==> config.mk <==
export PLATFORM = sky130hd
export DESIGN_NAME = lock_ctrl
export DESIGN_NICKNAME = d
export VERILOG_FILES = /design/src/rtl/lock_ctrl.sv
export SDC_FILE = /design/constraint.sdc
export NUM_CORES = 1
export LEC_CHECK = 0
export BUFFER_PORTS_ARGS = -buffer_cell sky130_fd_sc_hd__buf_2
export CORE_ASPECT_RATIO = 1.25
export CORE_UTILIZATION = 35
export DETAILED_ROUTE_END_ITERATION = 7
export GPL_TIMING_DRIVEN = 0
export HOLD_SLACK_MARGIN = 0.05
export RECOVER_POWER = 50
export SETUP_SLACK_MARGIN = 0.2
export SLEW_MARGIN = 20
export SYNTH_ARGS = -nofsm -noshare
export SYNTH_HDL_FRONTEND = slang
export SYNTH_SLANG_ARGS = --single-unit
==> constraint.sdc <==
create_clock -name clk -period 2.7 [get_ports clk]
set_input_delay 0.54 -clock clk [delete_from_list [all_inputs] [get_ports clk]]
set_output_delay 0.54 -clock clk [all_outputs]
set_load 0.1 [all_outputs]
==> src/rtl/lock_ctrl.sv <==
// lock_ctrl: supervisory controller for the keypad lock FSM.
// Owns the active code register, drives the lock FSM reset, counts alarms,
// enforces a timed lockout and lets the code be reprogrammed while OPEN.
module lock_ctrl #(
    parameter logic [31:0] DEFAULT_SEQ    = 32'h12345678,
    parameter int unsigned MAX_FAIL       = 3,
    parameter int unsigned LOCKOUT_CYCLES = 1000,
    parameter int unsigned PROG_TIMEOUT   = 500
) (
    input  logic        clk,
    input  logic        nrst,
    input  logic        key_valid,
    input  logic [4:0]  keyout,
    input  logic [3:0]  lock_state,
    output logic [31:0] seq,
    output logic        fsm_rst,
    output logic        prog_mode,
    output logic        lockout,
    output logic [3:0]  fail_cnt
);

    // Zero-valued parameters behave as 1.
    localparam int unsigned MAX_FAIL_I  = (MAX_FAIL == 0) ? 1 : MAX_FAIL;
    localparam int unsigned LOCK_CYC_I  = (LOCKOUT_CYCLES == 0) ? 1 : LOCKOUT_CYCLES;
    localparam int unsigned PROG_TO_I   = (PROG_TIMEOUT == 0) ? 1 : PROG_TIMEOUT;

    localparam logic [3:0]  MAX_FAIL_C  = 4'(MAX_FAIL_I);
    localparam logic [15:0] LOCK_RELOAD = 16'(LOCK_CYC_I - 1);
    localparam logic [15:0] PROG_RELOAD = 16'(PROG_TO_I - 1);

    // Lock FSM state codes observed on lock_state.
    localparam logic [3:0] LS_OPEN  = 4'd8;
    localparam logic [3:0] LS_ALARM = 4'd9;
    localparam logic [3:0] LS_INIT  = 4'd10;

    // Keypad encoder codes.
    localparam logic [4:0] KEY_STAR = 5'h10;
    localparam logic [4:0] KEY_HASH = 5'h11;

    localparam logic [3:0] CODE_DIGITS = 4'd8;

    typedef enum logic [2:0] {
        ST_INIT,
        ST_IDLE,
        ST_PROG,
        ST_ALARM_WAIT,
        ST_CLR,
        ST_LOCKOUT
    } state_e;

    state_e      state_q,     state_d;
    logic [3:0]  prev_ls_q,   prev_ls_d;
    logic [15:0] timer_q,     timer_d;
    logic [31:0] shadow_q,    shadow_d;
    logic [3:0]  count_q,     count_d;
    logic [31:0] seq_q,       seq_d;
    logic [3:0]  fail_cnt_q,  fail_cnt_d;
    logic        fsm_rst_q,   fsm_rst_d;
    logic        prog_mode_q, prog_mode_d;
    logic        lockout_q,   lockout_d;

    // Key decode: only sampled while key_valid pulses, so held keys never repeat.
    logic is_digit, is_star, is_hash;
    logic alarm_edge, open_edge;
    logic [3:0] fail_inc;

    // Decode keys, detect lock-state edges and form the saturated fail count.
    always_comb begin
        is_digit   = key_valid && (keyout[4] == 1'b0);
        is_star    = key_valid && (keyout == KEY_STAR);
        is_hash    = key_valid && (keyout == KEY_HASH);
        alarm_edge = (lock_state == LS_ALARM) && (prev_ls_q != LS_ALARM);
        open_edge  = (lock_state == LS_OPEN)  && (prev_ls_q != LS_OPEN);
        fail_inc   = (fail_cnt_q >= MAX_FAIL_C) ? MAX_FAIL_C : fail_cnt_q + 4'd1;
    end

    // Next-state logic for the controller FSM and its datapath registers.
    always_comb begin
        // NOTE: every signal gets a default before the case so no path leaves
        // it unassigned; a missing default here would infer a latch.
        state_d    = state_q;
        prev_ls_d  = lock_state;
        timer_d    = timer_q;
        shadow_d   = shadow_q;
        count_d    = count_q;
        seq_d      = seq_q;
        fail_cnt_d = fail_cnt_q;

        unique case (state_q)
            ST_INIT: begin
                state_d = ST_IDLE;
            end

            ST_IDLE: begin
                // An alarm edge wins over any key arriving in the same cycle.
                if (alarm_edge) begin
                    fail_cnt_d = fail_inc;
                    if (fail_inc == MAX_FAIL_C) begin
                        state_d = ST_LOCKOUT;
                        timer_d = LOCK_RELOAD;
                    end else begin
                        state_d = ST_ALARM_WAIT;
                    end
                end else begin
                    if (open_edge) begin
                        fail_cnt_d = 4'd0;
                    end
                    if (is_star && (lock_state == LS_OPEN)) begin
                        state_d  = ST_PROG;
                        shadow_d = 32'd0;
                        count_d  = 4'd0;
                        timer_d  = PROG_RELOAD;
                    end
                end
            end

            ST_PROG: begin
                if (lock_state != LS_OPEN) begin
                    // The lock closed under us: drop the partial code.
                    state_d = ST_IDLE;
                end else if (is_digit) begin
                    if (count_q < CODE_DIGITS) begin
                        shadow_d = {shadow_q[27:0], keyout[3:0]};
                        count_d  = count_q + 4'd1;
                    end
                    timer_d = PROG_RELOAD;
                end else if (is_hash) begin
                    if (count_q == CODE_DIGITS) begin
                        seq_d   = shadow_q;
                        state_d = ST_CLR;
                    end else begin
                        state_d = ST_IDLE;
                    end
                end else if (is_star) begin
                    shadow_d = 32'd0;
                    count_d  = 4'd0;
                    timer_d  = PROG_RELOAD;
                end else if (timer_q == 16'd0) begin
                    state_d = ST_IDLE;
                end else begin
                    timer_d = timer_q - 16'd1;
                end
            end

            ST_ALARM_WAIT: begin
                if (is_hash) begin
                    state_d = ST_CLR;
                end
            end

            ST_CLR: begin
                state_d = ST_IDLE;
            end

            ST_LOCKOUT: begin
                if (timer_q == 16'd0) begin
                    fail_cnt_d = 4'd0;
                    state_d    = ST_IDLE;
                end else begin
                    timer_d = timer_q - 16'd1;
                end
            end

            default: begin
                state_d = ST_IDLE;
            end
        endcase
    end

    // Registered outputs are decoded from the next state so they line up with it.
    always_comb begin
        fsm_rst_d   = (state_d == ST_INIT) || (state_d == ST_CLR) || (state_d == ST_LOCKOUT);
        prog_mode_d = (state_d == ST_PROG);
        lockout_d   = (state_d == ST_LOCKOUT);
    end

    // State and datapath registers with asynchronous active-low reset.
    always_ff @(posedge clk or negedge nrst) begin
        if (!nrst) begin
            state_q     <= ST_INIT;
            prev_ls_q   <= LS_INIT;
            timer_q     <= 16'd0;
            // NOTE: the shadow code is a plain register, not a memory, so it is
            // reset with everything else; a partial entry never survives reset.
            shadow_q    <= 32'd0;
            count_q     <= 4'd0;
            seq_q       <= DEFAULT_SEQ;
            fail_cnt_q  <= 4'd0;
            fsm_rst_q   <= 1'b1;
            prog_mode_q <= 1'b0;
            lockout_q   <= 1'b0;
        end else begin
            // NOTE: non-blocking assignments so every flop samples the values
            // from before this edge, independent of statement order.
            state_q     <= state_d;
            prev_ls_q   <= prev_ls_d;
            timer_q     <= timer_d;
            shadow_q    <= shadow_d;
            count_q     <= count_d;
            seq_q       <= seq_d;
            fail_cnt_q  <= fail_cnt_d;
            fsm_rst_q   <= fsm_rst_d;
            prog_mode_q <= prog_mode_d;
            lockout_q   <= lockout_d;
        end
    end

    assign seq       = seq_q;
    assign fsm_rst   = fsm_rst_q;
    assign prog_mode = prog_mode_q;
    assign lockout   = lockout_q;
    assign fail_cnt  = fail_cnt_q;

endmodule

==> run_results.csv <==
group,metric,value,unit
run_status,status,"completed",
power_and_ir_drop,powerDensity,687,nW/um^2
route,drt_iter0_markers,83,
logic_synthesis,synth_cell_types,59,
timing,worst_pin_slew,1.25,ns
worst_setup_path,crit_path_end_kind,"flip-flop",
logic_synthesis,ys_top_cells_by_area,"dfrtp_1 48%, dfstp_2 9.7%, mux2_2 8.9%, a22o_1 7.1%, o21ai_0 2.1%",
timing,fin_crit,2.38,ns
placement,gp_congestion,0.854,
run,max_cap_violations,0,
route,dr.pass1.iters,4,
clock_tree,cts_tree,"done",
grt,grt_overflow,0,
logic_synthesis,synthFlopType,"dfrtp_1",
worst_setup_path,crit_required,2.97,ns
min_path,hp-class,"input pin to flip-flop",
logic_synthesis,seq_area_frac_synth,0.573,
clock_tree,insertion_delay,0.34,ns
timing,slew_headroom,0.168,
timing,fin_crit_sh,0.883,
logic_synthesis,synthXorXnorAreaFrac,0.00203,
die,ios,51,
cells_and_area,multi_input_area,1780,um^2
logic_synthesis,yosys-mux-area-fraction,0.0936,
cells_and_area,syn_to_final_growth,19.2,%
logic_synthesis,synth-adder-area-share,0.0116,
clock_tree,clk_pin_slew,0.07,ns
grt,grt_antenna_before_repair,0,
route,ant_nets,0,
timing,fin_setup_tns,0,ns
timing,final_max_slew_viol_count,0,
logic_synthesis,async_flop_share,1.00,
timing,setup_viol,0,
grt,grt_use_total,0.154,
logic_synthesis,postSynthAreaPerCell,12.2,um^2
clock_tree,htreeDepth,3,
route,via_per_inst,5.25,
power_and_ir_drop,leakage,2.34,nW
die,die_area,12800,um^2
timing,setup_slack,0.316,ns
clock_tree,cts_sinks,98,
cells_and_area,fill_cells,1175,
timing,fmax,420,MHz
logic_synthesis,syn_area,4320,um^2
logic_synthesis,synth_simple_gate_area_frac,0.139,
route,drc,0,
clock_tree,clk_path_buf_depth,2,
route,wl_per_cell,15.6,um
logic_synthesis,yosys.area.top_type,"dfrtp_1",
clock_tree,cts_inserted_buffers,9,
die,start_util,0.357,
logic_synthesis,synth_warnings,0,
cells_and_area,final_layout_size_suffix_gt1_frac,0.320,
logic_synthesis,synth_fp_nets,370,
worst_setup_path,start_kind,"input pin",
timing,hold_violations,0,
grt,grt_pass1_wl,15400,um
die,dieHeight,126,um
grt,grt_max_degree,79,
placement,hpwlAfterDp,6280,um
route,drt-total-wl,9160,um
route,vias,3092,
cells_and_area,ff_latch_area,2470,um^2
worst_setup_path,cp_max_fo,9,
logic_synthesis,synthTopCellsByCount,"82 x dfrtp_1, 35 x a22o_1, 34 x mux2_2, 18 x o21ai_0",
worst_setup_path,r2r_slack,0.33,ns
clock_tree,root_buffer,"clkbuf_16",
worst_setup_path,arrival,2.65,ns
worst_setup_path,crit_type,"input pin to flip-flop",
placement,port-buffer-count,50,
logic_synthesis,synth_cells,354,
power_and_ir_drop,finalPower,3.53,mW
grt,grt_pass1_vias,3072,
logic_synthesis,synth_top_family_by_area,"compound AO/OA/AOI/OAI gates",
logic_synthesis,ys_ff_latch,98,
cells_and_area,final_nets,436,
logic_synthesis,yosysMostFrequentCell,"dfrtp_1",
cells_and_area,antenna-diode-count,0,
die,die_x,101,um
die,coreArea,12100,um^2
power_and_ir_drop,ir_drop,0.308,mV
timing,fin_skew,0.00496,ns
timing,rsz0062_at_grt,"no",
logic_synthesis,synth-compound-area-share,0.159,
placement,dp_worst_setup_slack,-0.0489,ns
die,rows,45,
logic_synthesis,netlist.area_leader.share,0.475,
logic_synthesis,synth_edf_count,0,
-- cell type report --
cell class	count	area share
tap	164	0.0399
timing repair buffer	55	0.0554
multi-input combinational	235	0.347
inverter	7	0.00511
sequential	98	0.481
clock inverter	6	0.0131
clock buffer	10	0.0445
buffer	14	0.0148
-- final timing paths --
path,from,to,cells past startpoint
worst max-delay path,lock_state[0],timer_q[15],8
worst min-delay path,lock_state[3],prev_ls_q[3],1
worst max register to register,timer_q[9],timer_q[15],6
worst min register to register,seq[16],seq[16],1
max in group asynchronous,nrst,seq[14],3
min in group asynchronous,nrst,shadow_q[29],2
-- through the flow --
| step | utilization | instance area, um^2 | hold WS (ns) | cells |
|---|---|---|---|---|
| finish | 0.425 | 5140 | 0.297 | 589 |
| global route | 0.425 | 5140 | 0.286 | 589 |
| CTS | 0.423 | 5110 | 0.296 | 586 |
| detailed placement | 0.397 | 4810 | 0.401 | 569 |
| global placement | 0.394 | 4770 | 0.481 | 568 |
| floorplan | - | 4320 | 0.244 | 354 |
-- critical path, cell delays in order --
cell	delay [ns]
clkbuf_1	0.14
or4b_1	0.55
buf_2	0.18
nor3_1	0.27
mux2_1	0.25
o21ai_4	0.11
or4_1	0.52
o21ai_1	0.09
-- report_power, final --
part           total, mW  internal (mW)  switching [mW]
logic              0.591          0.197           0.395
clock network       1.27          0.720           0.552
registers           1.67           1.56           0.111
-- cells by family after synthesis --
family,Yosys count
flops,98
fa+ha+maj,4
compound gates,96
xor+xnor,1
buf+inv,21
simple gates,98
mux,36
-- flip-flops by register name, indices dropped and copies added (netlist names) --
name       cells
state_q        3
lockout        1
prev_ls_q      4
timer_q       16
prog_mode      1
shadow_q      32
count_q        4
fail_cnt       4
seq           32
fsm_rst        1
-- metal layers --
metal / GRT usage / vias up / share of wire
met1: 0.201 / 1564 / 0.46
li1: - / 1462 / -
met3: 0.0300 / 14 / 0.025
met4: 0.0622 / 0 / 0.019
met5: 0 / - / 0
met2: 0.249 / 52 / 0.49
-- timing repair --
action,in CTS,in global routing
setup buffers,0,3
pin swaps,1,1
endpoints found under the setup margin,2,67
hold buffers,1,0
hold endpoints to repair,19,0
gates resized for setup,1,13
-- layout by cell type (no fill, tap or decap), types with 2 or more instances in the layout --
cell / n
nand2b_1: 2
nor3_1: 11
dfrtp_1: 82
nor4_1: 4
mux2_2: 34
nand2_1: 16
clkbuf_1: 22
or3b_2: 4
o211ai_1: 3
clkbuf_2: 3
nor2b_1: 3
buf_4: 5
o21ai_1: 2
clkinvlp_4: 2
nand3_1: 4
nand3b_1: 3
ha_1: 4
a22o_1: 35
nor2_1: 16
clkbuf_16: 9
clkinv_4: 2
a31oi_1: 3
nor2_2: 2
nor3_2: 2
o21ai_0: 18
o21a_1: 3
or3_1: 3
nor2_4: 2
or4b_2: 2
dfstp_2: 16
or4_1: 6
a21oi_1: 17
nor3b_2: 2
inv_1: 7
o31ai_1: 5
buf_2: 34
buf_1: 3
No activity file was read; power rests on OpenSTA's default activity.
